File: src/rtl/freq_meter_if.sv
// Result bus of the gated frequency meter: measured input in, count/strobe/overflow out.
interface freq_meter_if #(
  parameter int CNT_W = 24
);
  logic             sig_in;
  logic [CNT_W-1:0] freq;
  logic             valid;
  logic             overflow;

  modport master (
    input  sig_in,
    output freq,
    output valid,
    output overflow
  );

  modport slave (
    output sig_in,
    input  freq,
    input  valid,
    input  overflow
  );
endinterface

File: src/rtl/freq_meter.sv
// Gated frequency counter: counts synchronized rising edges of sig_in over a
// fixed window of GATE_CYCLES clocks and publishes the count once per window.
module freq_meter #(
  parameter int GATE_CYCLES = 50000000,
  parameter int CNT_W       = 24,
  parameter int SYNC_STAGES = 2
) (
  input  logic         clk,
  input  logic         rst_n,
  freq_meter_if.master meter
);

  localparam int               GW        = $clog2(GATE_CYCLES);
  localparam logic [GW-1:0]    GATE_LAST = GW'(GATE_CYCLES - 1);
  localparam logic [CNT_W-1:0] CNT_MAX   = '1;

  logic [SYNC_STAGES-1:0] sync_q, sync_d;
  logic                   prev_q, prev_d;
  logic [GW-1:0]          gate_q, gate_d;
  logic [CNT_W-1:0]       cnt_q, cnt_d;
  logic                   sat_q, sat_d;
  logic                   warm_q, warm_d;
  logic [CNT_W-1:0]       freq_q, freq_d;
  logic                   ovf_q, ovf_d;
  logic                   valid_q, valid_d;

  logic                   rise;
  logic                   last;
  logic                   at_max;
  logic [CNT_W-1:0]       cnt_inc;
  logic [CNT_W-1:0]       pub;

  always_comb begin
    sync_d  = {sync_q[SYNC_STAGES-2:0], meter.sig_in};
    prev_d  = sync_q[SYNC_STAGES-1];
    rise    = sync_q[SYNC_STAGES-1] & ~prev_q;
    last    = (gate_q == GATE_LAST);
    at_max  = (cnt_q == CNT_MAX);
    cnt_inc = at_max ? CNT_MAX : cnt_q + CNT_W'(1);
    pub     = rise ? cnt_inc : cnt_q;

    gate_d  = last ? '0 : gate_q + GW'(1);
    cnt_d   = pub;
    sat_d   = sat_q | (rise & at_max);
    warm_d  = warm_q;
    freq_d  = freq_q;
    ovf_d   = ovf_q;
    valid_d = 1'b0;

    // An edge on the closing cycle still belongs to the window being published.
    if (last) begin
      cnt_d  = '0;
      sat_d  = 1'b0;
      warm_d = 1'b0;
      if (!warm_q) begin
        freq_d  = pub;
        ovf_d   = sat_q | (rise & at_max);
        valid_d = 1'b1;
      end
    end
  end

  always_ff @(posedge clk or negedge rst_n) begin
    if (!rst_n) begin
      sync_q  <= '0;
      prev_q  <= 1'b0;
      gate_q  <= '0;
      cnt_q   <= '0;
      sat_q   <= 1'b0;
      warm_q  <= 1'b1;
      freq_q  <= '0;
      ovf_q   <= 1'b0;
      valid_q <= 1'b0;
    end else begin
      sync_q  <= sync_d;
      prev_q  <= prev_d;
      gate_q  <= gate_d;
      cnt_q   <= cnt_d;
      sat_q   <= sat_d;
      warm_q  <= warm_d;
      freq_q  <= freq_d;
      ovf_q   <= ovf_d;
      valid_q <= valid_d;
    end
  end

  assign meter.freq     = freq_q;
  assign meter.valid    = valid_q;
  assign meter.overflow = ovf_q;

endmodule
File: src/flat_wrapper.sv
// flat-port wrapper written by rule: the top's interface ports become plain ports
module freq_meter_flat 
#(
  parameter int GATE_CYCLES = 50000000,
  parameter int CNT_W       = 24,
  parameter int SYNC_STAGES = 2
)
  (clk, rst_n, meter_sig_in, meter_freq, meter_valid, meter_overflow);
  freq_meter_if #(.CNT_W(CNT_W)) meter_i ();
  input  logic clk;
  input  logic rst_n;
  input wire logic [$bits(meter_i.sig_in)-1:0] meter_sig_in;
  output wire logic [$bits(meter_i.freq)-1:0] meter_freq;
  output wire logic [$bits(meter_i.valid)-1:0] meter_valid;
  output wire logic [$bits(meter_i.overflow)-1:0] meter_overflow;
  assign meter_i.sig_in = meter_sig_in;
  assign meter_freq = meter_i.freq;
  assign meter_valid = meter_i.valid;
  assign meter_overflow = meter_i.overflow;
  freq_meter #(.GATE_CYCLES(GATE_CYCLES), .CNT_W(CNT_W), .SYNC_STAGES(SYNC_STAGES)) u_core (.clk(clk), .rst_n(rst_n), .meter(meter_i));
endmodule
File: config.mk
export PLATFORM = sky130hd
export DESIGN_NAME = freq_meter_flat
export DESIGN_NICKNAME = d
export VERILOG_FILES = /design/src/rtl/freq_meter_if.sv /design/src/rtl/freq_meter.sv /design/src/flat_wrapper.sv
export SDC_FILE = /design/constraint.sdc
export NUM_CORES = 1
export LEC_CHECK = 0
export CORE_MARGIN = 2
export CORE_UTILIZATION = 55
export DETAILED_ROUTE_END_ITERATION = 7
export GPL_ROUTABILITY_DRIVEN = 0
export HOLD_SLACK_MARGIN = 0.02
export PLACE_DENSITY = 0.76
export SYNTH_ARGS = -nofsm -noshare
export SYNTH_HDL_FRONTEND = slang
export SYNTH_SLANG_ARGS = --single-unit
File: constraint.sdc
create_clock -name clk -period 2.5 [get_ports clk]
set_input_delay 0.5 -clock clk [delete_from_list [all_inputs] [get_ports clk]]
set_output_delay 0.5 -clock clk [all_outputs]
set_load 0.01 [all_outputs]
==> flow_metrics.py <==
metrics = {
    "timing": {
        "maxSlewHeadroom_pct": 52.9,
        "whs_ns": 0.0996,
        "max_freq_ghz": 0.460,
        "tightest_slew_ns": 0.701,
        "finalSetupViolCount": 0,
        "min_period_over_period_pct": 87.0,
        "layout_setup_ws_ns": 0.324,
        "drv_slew": 0,
        "fin_tns_setup_ns": 0,
        "skew_ns": 0.0118,
        "hold_violations": 0,
        "rsz0062_at_grt": "false",
        "finalCriticalPeriod_ns": 2.18,
    },
    "route": {
        "drtIter0Drc": 180,
        "drtPass1Iterations": 4,
        "ant_nets": 0,
        "wl_um": 7590,
        "wl_per_cell_um": 15.1,
        "num_vias": 2896,
        "drcViolationCount": 0,
        "vias_per_cell": 5.77,
    },
    "final_layout": {
        "num-fill-cells": 556,
        "regArea_um2": 2030,
        "final_core_util_pct": 64.7,
        "drive_above_1_share_pct": 9.48,
        "area_delta_synth_final_pct": 16.0,
        "nNetsFinal": 422,
        "finalNonFillerCells": 502,
        "num_antenna_cells": 0,
        "multiInputGateArea_um2": 1600,
        "final_area_um2": 4330,
    },
    "pwr": {
        "power_frac_seq_pct": 54.9,
        "switching_share_pct": 25.2,
        "clockPowerShare_pct": 38.3,
        "power_switching_mw": 0.640,
        "p_total_mw": 2.54,
        "ir_worst_vdd_v": 0.000317,
        "p_int_mw": 1.90,
        "powerDensity_nw_per_um2": 587,
        "p_leak_nw": 1.82,
        "power_frac_comb_pct": 6.8,
    },
    "cts": {
        "ctsResizeCount": 0,
        "cts_root_buf": "clkbuf_8",
        "cts_made_buffers": 9,
        "cts.sinks": 81,
        "post_cts_buffers": 0,
        "clk_pin_slew_ns": 0.09,
        "cts_tree": "yes",
        "worstSkewPairLatency_ns": 0.36,
        "cts_max_level": 3,
        "clockBufferDepth": 2,
        "cts_hold_buf": 0,
    },
    "critical_path": {
        "crit_required_ns": 2.76,
        "reg2reg_from": "u_core.cnt_q[0]",
        "critical_path_class": "flip-flop to flip-flop",
        "ff2ff_path_depth": 7,
        "crit_fanout": 8,
        "arrival_ns": 2.44,
        "r2r_end": "u_core.meter.freq[4]",
        "reg2reg_slack_ns": 0.32,
        "end_kind": "flip-flop",
        "crit_path_start_kind": "flip-flop",
    },
    "floorplan": {
        "row_count": 30,
        "start_util_pct": 55.8,
        "io_pins": 29,
        "die_x_um": 86.4,
        "coreArea_um2": 6680,
        "die_area_um2": 7460,
        "die_y_um": 86.4,
    },
    "logic_synthesis": {
        "yosysMostFrequentCell": "dfrtp_1",
        "synth_cell_types": 43,
        "ys_ff_latch": 81,
        "synthesis.nets": 390,
        "synth.area.top_cells": "dfrtp_1, nor2_1, xnor2_1",
        "yosysWarnings": 0,
        "synth_top_area_share_pct": 53.7,
        "syn_area_um2": 3730,
        "syn-instance-count": 385,
        "syn_area_per_cell_um2": 9.69,
        "async_reset_ff_share_pct": 100,
        "synth_top_area_cell": "dfrtp_1",
        "synth-seq-area-share_pct": 54.4,
        "synth_flop_cell": "dfrtp_1",
        "synth-edff-count": 0,
        "ys_top_cells_by_count": "dfrtp_1, nor2_1, nand2_1",
    },
    "place": {
        "pre_cts_ws_ns": 0.368,
        "dp_hpwl_um": 5310,
        "dpl_cell_area_um2": 4120,
        "io_buffers": 28,
        "dp_cells": 486,
    },
    "run_status": {
        "status": "complete, no violations",
    },
    "global_routing": {
        "grt.total_usage_pct": 22.5,
        "grt_pass1_vias": 2791,
        "grt_overflow": 0,
        "grt_max_degree": 46,
        "antenna_found_initial": 0,
        "grt_first_pass_wirelength_um": 13100,
    },
    "hold_path": {
        "hp-class": "primary input to async pin",
    },
    "flow_run": {
        "maxCapViolations": 0,
    },
}
==> power groups by stage <==
stage | clock network, mW | logic, mW | registers (mW)
3_5_place_dp | 0 | 0.172 | 1.42
3_3_place_gp | 0 | 0.166 | 1.42
6_report | 0.971 | 0.173 | 1.39
5_1_grt | 1.07 | 0.200 | 1.40
2_1_floorplan | 0 | 0.110 | 1.41
4_1_cts | 0.996 | 0.177 | 1.39
==> layout make-up <==
class / instances / share of cell area, %
clock buffer: 10 / 3.18
clock inverter: 6 / 1.56
inverter: 9 / 0.781
multi-input combinational: 279 / 37.0
sequential: 81 / 46.9
tap: 80 / 2.31
timing repair buffer: 37 / 8.27
==> routing by layer <==
layer	share of wire [%]	vias to the layer above	wire (um)	track usage, %
li1	-	1409	-	-
met1	45	1388	3380	30.0
met2	48	83	3650	36.5
met3	5.3	16	402	5.33
met4	2.0	0	153	7.53
met5	0	-	0	0
==> flip-flops by register name, indices dropped and copies added, names as in the netlist <==
signal                 flops
u_core.sat_q               1
u_core.meter.freq         24
u_core.meter.overflow      1
u_core.gate_q             26
u_core.prev_q              1
u_core.meter.valid         1
u_core.warm_q              1
u_core.cnt_q              24
u_core.sync_q              2
==> cell families (layout without fill, tap and decap cells) <==
family | after synthesis | after routing | share of synthesized area, %
adders and majority gates | 2 | 2 | 0.671
AOI/OAI and AO/OA | 47 | 47 | 7.08
buffers and inverters | 25 | 62 | 2.78
xor gates and xnor gates | 33 | 33 | 7.75
and+or+nand+nor | 192 | 192 | 25.9
muxes | 5 | 5 | 1.41
DFF | 81 | 81 | 54.4
==> worst max-delay path, cell delays in order, from the launching register on <==
cell and delay [ns]:
dfrtp_1 0.38, ha_1 0.20, nand3_1 0.24, nor4_1 0.43
and2_1 0.35, buf_4 0.22, nor2_1 0.08, o21ai_0 0.18
==> cell usage in the layout, fill, tap and decap left out, drive strengths merged, types with 3 or more instances in the layout <==
master         count
a21oi             12
inv                9
nor4              17
xnor2             20
or2                3
nor2              61
clkdlybuf4s50     27
or4                5
clkbuf            10
mux2i              3
nand4             19
o21ai             24
nand3             15
nor3              16
and2               4
nand4b             3
nand2             39
xor2              13
dfrtp             80
clkinv             3
buf               10
==> how the worst max path moves through the flow <==
stage | cells past startpoint | end | slack [ns] | startpoint
6_report | 7 | u_core.meter.freq[4] | 0.32 | u_core.cnt_q[0]
5_1_grt | 6 | u_core.meter.freq[12] | 0.16 | u_core.cnt_q[0]
4_1_cts | 5 | u_core.meter.freq[14] | 0.35 | u_core.prev_q
3_5_place_dp | 5 | u_core.meter.freq[14] | 0.37 | u_core.prev_q
3_3_place_gp | 5 | u_core.meter.freq[14] | 0.38 | u_core.prev_q
2_1_floorplan | 6 | u_core.meter.freq[19] | 0.48 | u_core.prev_q
Power figures use the tool's default switching activity.
